==> src/rtl/data_mem_arbiter.sv <==
`default_nettype none
// ============================================================================
//  Module   : data_mem_arbiter
//  Purpose  : Two-port arbiter in front of a single vector data memory.
//             Port 0 (vector pipeline) and port 1 (host loader) compete for
//             one access per cycle; the granted port's command is forwarded
//             combinationally and read data comes back one cycle later.
//  Macro    : DATA_MEM_ARB_ROUND_ROBIN_EN
//             defined   -> round-robin with bounded bursts (maxBurst)
//             undefined -> fixed priority, port 0 always wins contention
//  Ports    : clk, reset            clock / synchronous active-high reset
//             req0/1, we0/1         request, write enable per port
//             addr0/1, wdata0/1     byte address, vecSize lanes of write data
//             gnt0/1                access accepted this cycle
//             rvalid0/1, rdata0/1   read return, one cycle after read grant
//             mem_we/addr/wdata     command to memory (zero when no grant)
//             mem_rdata             registered memory read data
//  Revision : 1.0  initial release
// ============================================================================
module data_mem_arbiter #(
  parameter int dataSize       = 32,
  parameter int addressingSize = 32,
  parameter int vecSize        = 4,
  parameter int maxBurst       = 4
) (
  input  logic                         clk,
  input  logic                         reset,
  input  logic                         req0,
  input  logic                         req1,
  input  logic                         we0,
  input  logic                         we1,
  input  logic [addressingSize-1:0]    addr0,
  input  logic [addressingSize-1:0]    addr1,
  input  logic [vecSize*dataSize-1:0]  wdata0,
  input  logic [vecSize*dataSize-1:0]  wdata1,
  output logic                         gnt0,
  output logic                         gnt1,
  output logic                         rvalid0,
  output logic                         rvalid1,
  output logic [vecSize*dataSize-1:0]  rdata0,
  output logic [vecSize*dataSize-1:0]  rdata1,
  output logic                         mem_we,
  output logic [addressingSize-1:0]    mem_addr,
  output logic [vecSize*dataSize-1:0]  mem_wdata,
  input  logic [vecSize*dataSize-1:0]  mem_rdata
);

  localparam logic [1:0] c_IDLE = 2'd0;
  localparam logic [1:0] c_OWN0 = 2'd1;
  localparam logic [1:0] c_OWN1 = 2'd2;

  logic [1:0] r_state;
  logic       w_gnt0;
  logic       w_gnt1;

`ifdef DATA_MEM_ARB_ROUND_ROBIN_EN
  localparam int                 c_CNT_W     = $clog2(maxBurst + 1);
  localparam logic [c_CNT_W-1:0] c_MAX_BURST = c_CNT_W'(maxBurst);

  logic               r_last_owner;
  logic [c_CNT_W-1:0] r_burst_cnt;
  logic               w_same_owner;
`endif

  // --------------------------------------------------------------------------
  // Grant selection
  // --------------------------------------------------------------------------
  always_comb begin
    w_gnt0 = 1'b0;
    w_gnt1 = 1'b0;
    if (!reset) begin
      if (req0 && !req1) begin
        w_gnt0 = 1'b1;
      end else if (req1 && !req0) begin
        w_gnt1 = 1'b1;
      end else if (req0 && req1) begin
`ifdef DATA_MEM_ARB_ROUND_ROBIN_EN
        case (r_state)
          c_OWN0:  if (r_burst_cnt >= c_MAX_BURST) w_gnt1 = 1'b1; else w_gnt0 = 1'b1;
          c_OWN1:  if (r_burst_cnt >= c_MAX_BURST) w_gnt0 = 1'b1; else w_gnt1 = 1'b1;
          // From IDLE the port that did not own last time wins.
          default: if (r_last_owner) w_gnt0 = 1'b1; else w_gnt1 = 1'b1;
        endcase
`else
        // Port 0 wins every contention, preempting even a port-1 owner.
        case (r_state)
          c_OWN1:  w_gnt0 = 1'b1;
          default: w_gnt0 = 1'b1;
        endcase
`endif
      end
    end
  end

  assign gnt0 = w_gnt0;
  assign gnt1 = w_gnt1;

  // --------------------------------------------------------------------------
  // Memory command mux
  // --------------------------------------------------------------------------
  always_comb begin
    mem_we    = 1'b0;
    mem_addr  = '0;
    mem_wdata = '0;
    if (w_gnt0) begin
      mem_we    = we0;
      mem_addr  = addr0;
      mem_wdata = wdata0;
    end else if (w_gnt1) begin
      mem_we    = we1;
      mem_addr  = addr1;
      mem_wdata = wdata1;
    end
  end

  // --------------------------------------------------------------------------
  // Owner FSM: remembers who was granted in the previous cycle
  // --------------------------------------------------------------------------
  always_ff @(posedge clk) begin
    if (reset) begin
      r_state <= c_IDLE;
    end else if (w_gnt0) begin
      r_state <= c_OWN0;
    end else if (w_gnt1) begin
      r_state <= c_OWN1;
    end else begin
      r_state <= c_IDLE;
    end
  end

`ifdef DATA_MEM_ARB_ROUND_ROBIN_EN
  assign w_same_owner = (w_gnt0 && (r_state == c_OWN0)) ||
                        (w_gnt1 && (r_state == c_OWN1));

  always_ff @(posedge clk) begin
    if (reset) begin
      // last_owner = 1 lets port 0 win the first contention after reset.
      r_last_owner <= 1'b1;
      r_burst_cnt  <= '0;
    end else if (w_gnt0 || w_gnt1) begin
      r_last_owner <= w_gnt1;
      if (!w_same_owner) begin
        r_burst_cnt <= c_CNT_W'(1);
      end else if (r_burst_cnt != c_MAX_BURST) begin
        r_burst_cnt <= r_burst_cnt + c_CNT_W'(1);
      end
    end
  end
`endif

  // --------------------------------------------------------------------------
  // Read return path
  // --------------------------------------------------------------------------
  logic                        r_rvalid0;
  logic                        r_rvalid1;
  logic                        w_rvalid0;
  logic                        w_rvalid1;
  logic [vecSize*dataSize-1:0] r_rdata0;
  logic [vecSize*dataSize-1:0] r_rdata1;

  always_ff @(posedge clk) begin
    if (reset) begin
      r_rvalid0 <= 1'b0;
      r_rvalid1 <= 1'b0;
    end else begin
      r_rvalid0 <= w_gnt0 && !we0;
      r_rvalid1 <= w_gnt1 && !we1;
    end
  end

  // Masking with reset drops a return whose grant landed just before reset.
  assign w_rvalid0 = r_rvalid0 && !reset;
  assign w_rvalid1 = r_rvalid1 && !reset;

  // Capture the returned word so rdata holds once rvalid drops.
  always_ff @(posedge clk) begin
    if (reset) begin
      r_rdata0 <= '0;
      r_rdata1 <= '0;
    end else begin
      if (w_rvalid0) r_rdata0 <= mem_rdata;
      if (w_rvalid1) r_rdata1 <= mem_rdata;
    end
  end

  assign rvalid0 = w_rvalid0;
  assign rvalid1 = w_rvalid1;
  assign rdata0  = w_rvalid0 ? mem_rdata : r_rdata0;
  assign rdata1  = w_rvalid1 ? mem_rdata : r_rdata1;

endmodule
`default_nettype wire

==> config.mk <==
export PLATFORM = sky130hd
export DESIGN_NAME = data_mem_arbiter
export DESIGN_NICKNAME = d
export VERILOG_FILES = /design/src/rtl/data_mem_arbiter.sv
export SDC_FILE = /design/constraint.sdc
export NUM_CORES = 1
export LEC_CHECK = 0
export CAP_MARGIN = 20
export CORE_AREA = 2 2 345 347
export CTS_CLUSTER_SIZE = 14
export DETAILED_ROUTE_END_ITERATION = 6
export DIE_AREA = 0 0 347 349
export HOLD_SLACK_MARGIN = 0.1
export SLEW_MARGIN = 20
export SYNTH_ARGS = -nofsm -noshare
export SYNTH_HDL_FRONTEND = slang
export SYNTH_SLANG_ARGS = --single-unit
export TNS_END_PERCENT = 1
==> constraint.sdc <==
create_clock -name clk -period 2.1 [get_ports clk]
set_input_delay 0.42 -clock clk [delete_from_list [all_inputs] [get_ports clk]]
set_output_delay 0.42 -clock clk [all_outputs]
set_load 0.005 [all_outputs]
Word-level counts from Yosys, hierarchy flattened
Cells that the tools add are included.
- reduce and logical (&&, ||, !) cells: 12
- multiplexer cells: 15
- operators by type and width (operator ; count):
    2-to-1 mux 128 bit ; 4
    2-to-1 mux 32 bit ; 2
    2-to-1 mux 1 bit ; 9
    logical AND 1 bit ; 7
    logical NOT 1 bit ; 5
- word-level logic and storage cells: 31
- bits in registers: 258
- output and inout bits: 421
- bits of input ports: 454

Longest topological paths before layout
Gate-level depths: netlist of the first run.
- depth after elaboration: 7
- depth in mapped cells: 6
- mapped depth without buffers: 3

Least setup slack after synthesis of the first run
OpenSTA, ideal clock, no wires.
- path kind: input port to output port
- start: input port reset
- end: output port rdata0[100]
- required time: 1680 ps
- data arrival time: 1402 ps
- path buffers: 3
- stages: 5
- setup slack: 278 ps
- path through: buf_4 -> nor2b_2 -> buf_2 -> buf_4 -> mux2_1
- word-level cells in the longest chain between the ends: 3
- RTL lines (element ; RTL line ; text):
    start: declaration ; 27 ; input logic reset,
    logical NOT 1 bit ; 172 ; assign w_rvalid0 = r_rvalid0 && !reset;
    logical AND 1 bit ; 172 ;
    2-to-1 mux 128 bit ; n/a ;
    end: declaration ; 40 ; output logic [vecSize*dataSize-1:0] rdata0,
Every way passes these cells.

Final worst setup path of the first run
- start: register r_rvalid0
- end: output port rdata0[32]
- word-level cells in the longest chain between the ends: 2
- RTL lines (element ; RTL line ; text):
    start: declaration ; 154 ; logic r_rvalid0;
    start signal: assignment ; 166 ; r_rvalid0 <= w_gnt0 && !we0;
    logical AND 1 bit ; 172 ;
    2-to-1 mux 128 bit ; n/a ;
Every way passes these cells.

==> results of run 1 <==
==> path summary, 6_finish.rpt <==
path | to | slack [ns]
hold reg to reg | r_rdata0[31] | 0.49
hold / removal | r_rdata1[106] | 0.22
setup / recovery | rdata0[32] | -0.52
setup reg to reg | r_rdata1[58] | 0.39
==> synthesized netlist by cell type (2+ instances only) <==
cell      count  area [um2]
mux2_1      103        1160
buf_2        50         250
mux2i_1     256        2560
clkbuf_1     39         146
dfxtp_1     258        5160
buf_6        14         158
a32o_1      161        1610
nor2_1      256         961
mux2_4      100        1500
mux2_2       53         597
buf_4        23         173
nor2b_1       2        12.5
buf_1        12        45.0
==> where the power goes <==
| group | total (mW) | switching (mW) | internal [mW] |
|---|---|---|---|
| registers | 5.10 | 0.0690 | 5.03 |
| clock network | 5.92 | 2.54 | 3.38 |
| logic | 3.61 | 1.48 | 2.13 |
| total | 14.6 | 4.09 | 10.5 |
==> stage by stage <==
stage               hold slack [ns]  cells  setup TNS, ns
detailed placement            0.476   3783        -171.91
finish                        0.217   3964         -93.88
CTS                           0.162   3846        -150.00
global route                  0.189   3945        -117.87
global placement              0.464   3783        -172.87
floorplan                     0.453   1333              0
==> cell families after synthesis <==
group                  after synthesis  share of synthesized area, %
muxes                              512                          40.4
and+or+nand+nor                    263                          7.10
DFF                                258                          35.9
AOI/OAI and AO/OA                  161                          11.2
buffers and inverters              139                          5.39
==> sequential cells by signal, indices dropped and copies added, names as in the netlist <==
signal and count:
r_rdata1 128, r_rvalid1 1, r_rvalid0 1, r_rdata0 128
==> timing repair <==
action,CTS,global route
setup buffers,0,84
setup endpoints to repair,421,352
gates cloned,0,12
resized for setup,643,427
pin swaps,23,2
==> metal layers <==
metal	wire length, um	vias to the layer above	track usage (%)
li1	-	7063	-
met1	42400	7546	19.5
met2	52300	820	28.5
met3	12600	183	7.37
met4	2540	34	2.95
met5	207	-	0
==> placed cells by master (no fill, tap or decap), types with 63 or more instances in the layout <==
cell type | Yosys | layout
a32o_1 | 161 | 135
buf_12 | 0 | 63
buf_4 | 23 | 168
buf_6 | 14 | 103
clkbuf_2 | 0 | 126
clkdlybuf4s50_1 | 0 | 486
dfxtp_1 | 258 | 256
dlygate4sd2_1 | 0 | 91
mux2_4 | 100 | 202
mux2i_1 | 256 | 256
nor2_1 | 256 | 256
==> critical path, stage by stage, from the launching register on <==
cell	delay, ns
dfxtp_4	0.34
nor2b_4	0.19
buf_12	0.14
clkbuf_16	0.16
buf_8	0.12
buf_12	0.12
buf_8	0.11
mux2_4	0.30
buf_6	0.12
==> final cells by class <==
| cell class | count | share of cell area [%] |
|---|---|---|
| tap | 1536 | 6.72 |
| multi-input combinational | 936 | 31.0 |
| clock inverter | 20 | 0.638 |
| sequential | 258 | 18.1 |
| inverter | 1 | 0.0131 |
| antenna | 22 | 0.192 |
| clock buffer | 43 | 3.31 |
| timing repair buffer | 1148 | 40.0 |
==> out/summary.txt, run 1 <==
Slew HR: 40.4%
outcome: complete, but fails checks
hold-fix buffers at CTS: 0
Root Buffer Master: clkbuf_16
clock sinks: 258
WL per Instance: 27.8 um
fmax: 0.382 GHz
maximum fanout along the worst path: 6
CP required: 1.68 ns
Vias: 15.6k
PnR worst setup slack: -0.520 ns
Static Leak: 12.8 nW
Synth Warn #: 0
layout cells sized above 1: 34.6%
synthesized area per cell: 10.8 um2
fin nets: 2834
first drt pass iteration count: 5
drt drc: 0
power per standard cell area: 511 nW/um2
RD Place Congestion: 0.956
Initial Util: 12.3%
Overall Power: 14.6 mW
Die H: 349 um
Worst Reg-to-Reg Cells: 4
min cycle time layout: 2.62 ns
Worst-path clk slew: 0.06 ns
Worst Setup Path Type: register to output port
crit path from: r_rvalid0
Crit. End Element: output port
startpoint types: register
worst hold start: reset
Slew Viols, Final: 0
vias in the first global route: 14.9k
dpl hpwl: 89100 um
RSZ-0062 raised after global routing: true
sequential area share after synthesis: 35.9%
clk_lat worst skew: 0.58 ns
I/O Pins: 875
IR drop worst, VDD: 404 uV
Synth-to-Final Area Change: 98.8%
die area: 121000 um2
Gate Count Post-Synth: 1333
fillers: 12.7k
gr ovfl total: 0
first-pass GRT wire length: 137000 um
Slew @ Worst Pin: 0.895 ns
Netlist cell types: 19
CTS tree: yes
FF-to-FF Start: r_rvalid1
Detail Route Antenna Nets: 0
FF/Latch Area: 5170 um2
Post-Place Worst Slack: -0.631 ns
Port-buffer cells: 874
Hold Path Stages: 3
Util after Layout: 24.4%
ys flop type: dfxtp_1
failing checks: setup timing
Vias/cell: 3.95
# Max-Cap Violations: 0
area of the multi-input gates: 8880 um2
CTS Buf Count: 35
largest net degree at the start of global routing: 161
final hold violations: 0
CTS Buffer Depth: 3
WL final: 110000 um
hold crit path type: input port to register
#FFs+latches synth: 258
initial antenna violation count: 94
Final Cycle Share: 125%
1st-iter DRT viols: 908
post-route cell area: 28600 um2
Fin Clk Skew: 0.0306 ns
setup violators final: 314
area of the mapped netlist: 14400 um2
core region area: 117000 um2
ys async rst share: 0%
number of synthesized flops with an enable pin: 0
Core Rows: 126
CP Data Arrival Time: 2.20 ns
Area after DPL: 26300 um2
die width: 347 um
syn_nets: 1787
H-Tree Depth: 2
Overall Global Routing Usage: 16.7%
Power figures use the tool's default switching activity.
==> inputs of run 2 (changes only) <==
--- a/config.mk
+++ b/config.mk
@@ -5,11 +5,12 @@
 export SDC_FILE = /design/constraint.sdc
 export NUM_CORES = 1
 export LEC_CHECK = 0
+export ABC_AREA = 1
 export CAP_MARGIN = 20
-export CORE_AREA = 2 2 345 347
+export CORE_AREA = 2 2 343 345
 export CTS_CLUSTER_SIZE = 14
 export DETAILED_ROUTE_END_ITERATION = 6
-export DIE_AREA = 0 0 347 349
+export DIE_AREA = 0 0 345 347
 export HOLD_SLACK_MARGIN = 0.1
 export SLEW_MARGIN = 20
 export SYNTH_ARGS = -nofsm -noshare
==> run 2 against run 1 <==
The flow still finishes with violations (setup timing). Clock power is 4.6% lower. Core utilization is 0.67 points higher. Highest routed layer unchanged. Synthesized area is 0.76% lower. Total power is 1.8% lower. Register-to-register slack better by 0.25 ns. Clock-buffer cell count is 1 higher. Sequential power hardly changed. First-iteration DRC count is 12% higher. Flip-flop and latch count stayed put. Synthesized cell count is 92% higher. Fmax is 1.4% lower.
==> out/summary.txt, run 2 <==
outcome: complete, but fails checks
failing checks: setup timing
fin nets: 4116 (+45%)
Vias/cell: 3.64 (-7.7%)
dpl hpwl: 81900 um (-8.1%)
Worst Reg-to-Reg Cells: 8 (+4)
most common cell after layout, fill and taps aside: nand2_1
Hold Path Stages: 4 (+1)
CTS tree: yes
Initial Util: 12.3% (+0.087 points)
Fin Clk Skew: 0.0116 ns (-0.0191 ns)
Endpoint, Worst Hold: r_rdata1[2]
R2R setup slack: 0.64 ns (+0.25 ns)
Core Rows: 125 (-0.79%)
critical-path cell list: nand2_8 > buf_12 > buf_4 > nand2_1 > nand2_1 > inv_1 > clkdlybuf4s50_1
final hold violations: 0 (unchanged)
Synth-to-Final Area Change: 103%
Port-buffer cells: 874 (unchanged)
fmax: 0.376 GHz (-1.4%)
most frequent cells in the layout: nand2_1 (899), inv_1 (625), clkdlybuf4s50_1 (582), nor2_1 (256), dfxtp_1 (256)
Area contributors post-synth: dfxtp_1 (36%), nand2_1 (26%), inv_1 (17%)
Crit. End Element: output port
IR drop worst, VDD: 572 uV (+42%)
Final Cycle Share: 127% (+1.8 points)
Die H: 347 um (-0.57%)
Worst Setup Path Type: register to output port
power per standard cell area: 496 nW/um2 (-3.0%)
CTS Buf Count: 31 (-11%)
Overall Power: 14.4 mW (-1.8%)
worst hold start: reset
core region area: 116000 um2 (-1.5%)
Post-synth top cells: nand2_1 (998), inv_1 (642), dfxtp_1 (258), nand3_1 (256), nor2_1 (256)
met2 WL post-DR: 50800 um (-2.8%)
Gate Count Post-Synth: 2563 (+92%)
post-route cell area: 29000 um2 (+1.3%)
die width: 345 um (-0.58%)
I/O Pins: 875 (unchanged)
Buffers & Inverters on Critical Path: 4 (-2)
number of synthesized flops with an enable pin: 0 (unchanged)
# Max-Cap Violations: 0 (unchanged)
Slew HR: 42.2% (+1.9 points)
clock sinks: 258 (unchanged)
ys flop type: dfxtp_1
setup violators final: 288 (-8.3%)
startpoint types: register
PnR worst setup slack: -0.557 ns (-0.0369 ns)
Root Buffer Master: clkbuf_16
Yosys top cell area share: 36.2% (+0.27 points)
Top delay family on crit path: buffers and inverters
Worst-path clk slew: 0.06 ns (about the same)
Vias: 19.1k (+22%)
most frequent cell after synthesis: nand2_1
CP Data Arrival Time: 2.24 ns (+0.04 ns)
initial antenna violation count: 68 (-28%)
#FFs+latches synth: 258 (unchanged)
sequential area share after synthesis: 36.2% (+0.27 points)
gr ovfl total: 0 (unchanged)
clk_lat worst skew: 0.61 ns (+0.03 ns)
min cycle time layout: 2.66 ns (+0.0369 ns)
1st-iter DRT viols: 1021 (+12%)
top flop regs: r_rdata0 x128, r_rdata1 x128
CP max stage cell: clkdlybuf4s50_1
hold crit path type: input port to register
area of the mapped netlist: 14300 um2 (-0.76%)
ys async rst share: 0% (unchanged)
crit-path most repeated cell: nand2_1
Area after DPL: 27000 um2 (+2.8%)
RD Place Congestion: 0.946 (-1.0%)
syn_nets: 3017 (+69%)
Detail Route Antenna Nets: 0 (unchanged)
FF/Latch Area: 5170 um2 (unchanged)
die area: 120000 um2 (-1.1%)
Netlist cell types: 12 (-7)
Slew @ Worst Pin: 0.867 ns (-0.0280 ns)
WL per Instance: 19.3 um (-31%)
Max Used Layer: met5
Synth Warn #: 0 (unchanged)
RSZ-0062 raised after global routing: true
fillers: 13.0k (+2.3%)
Overall Global Routing Usage: 16.0% (-0.72 points)
first-pass GRT wire length: 137000 um (about the same)
metal1 wirelength: 36600 um (-14%)
CP peak stage delay: 0.49 ns (+0.15 ns)
Util after Layout: 25.0% (+0.67 points)
total stage count of the critical path: 7 (-1)
CP required: 1.68 ns (about the same)
vias in the first global route: 18.3k (+23%)
CTS Buffer Depth: 3 (unchanged)
synthesized area per cell: 5.57 um2 (-48%)
area leader, netlist: dfxtp_1
first drt pass iteration count: 5 (unchanged)
capture point of the worst reg-to-reg path: r_rdata1[9]
WL final: 101000 um (-8.1%)
met3 WL: 8140 um (-36%)
H-Tree Depth: 1 (-1)
Static Leak: 16.6 nW (+30%)
Slew Viols, Final: 0 (unchanged)
drt drc: 0 (unchanged)
largest net degree at the start of global routing: 127 (-21%)
FF-to-FF Start: r_rvalid1
maximum fanout along the worst path: 23 (+17)
area of the multi-input gates: 6440 um2 (-28%)
layout cells sized above 1: 17.8% (-17 points)
run 2: cell count changes after synthesis, sizes merged, moves of 3 or more:
cell / before / now
a32o: 161 / 0
buf: 99 / 80
clkbuf: 39 / 67
inv: 1 / 644
mux2: 256 / 0
mux2i: 256 / 0
nand2: 0 / 998
nand3: 0 / 256
nor2b: 3 / 0
run 2: worst max path at each step:
stage	startpoint	to	slack [ns]
final	r_rvalid0	rdata0[84]	-0.56
after global routing	r_rvalid0	rdata0[75]	-0.64
after CTS	r_rvalid1	rdata1[36]	-0.62
after detailed placement	req0	mem_wdata[59]	-0.82
after global placement	req0	mem_wdata[16]	-0.83
after floorplan	reset	rdata0[100]	0.39
run 2: power breakdown:
group	total [mW]	switching [mW]	internal, mW
clock	5.65	2.38	3.27
combinational	3.65	1.63	2.02
sequential	5.07	0.0389	5.04
run 2: stage by stage:
| stage | worst slack [ns] | hold slack, ns | setup TNS [ns] | instances |
|---|---|---|---|---|
| finish | -0.557 | 0.441 | -84.88 | 5244 |
| CTS | -0.625 | 0.437 | -125.59 | 5202 |
| global placement | -0.826 | 0.507 | -178.95 | 5113 |
| global route | -0.635 | 0.483 | -112.80 | 5234 |
| floorplan | 0.388 | 0.497 | 0 | 2563 |
| detailed placement | -0.816 | 0.511 | -172.07 | 5113 |
run 2: logic make-up after synthesis:
logic type / after synthesis / synth area share (%)
buffers and inverters: 791 / 21.7
DFF: 258 / 36.2
and+or+nand+nor: 1514 / 42.1
run 2: per-layer routing:
metal	vias up	global-route usage (%)
met1	8637	16.5
met3	180	5.26
met4	20	8.61
met5	-	0
met2	762	28.7
li1	9504	-
run 2: what timing repair did:
action                                 CTS  global route
setup buffers                           22             5
pin swaps                                4            44
resized for setup                      517           251
gates cloned                             9             2
hold buffers                             2             0
endpoints found under the hold margin    2             0
setup endpoints to repair              421           384
run 2: layout make-up:
class,instances,share of cell area (%)
Clock buffer,44,3.16
Timing Repair Buffer,1212,41.1
Multi-Input combinational cell,1515,22.2
Antenna cell,35,0.302
Inverter,644,8.40
Tap cell,1524,6.58
Sequential cell,258,17.8
Clock inverter,12,0.453
run 2: worst register-to-register path, cell delays in order, from the launching register on:
cell     delay [ns]
dfxtp_4        0.43
buf_12         0.16
buf_16         0.16
buf_12         0.15
nand3_1        0.11
nand2_2        0.10
buf_4          0.10
buf_4          0.08
nor2_1         0.03
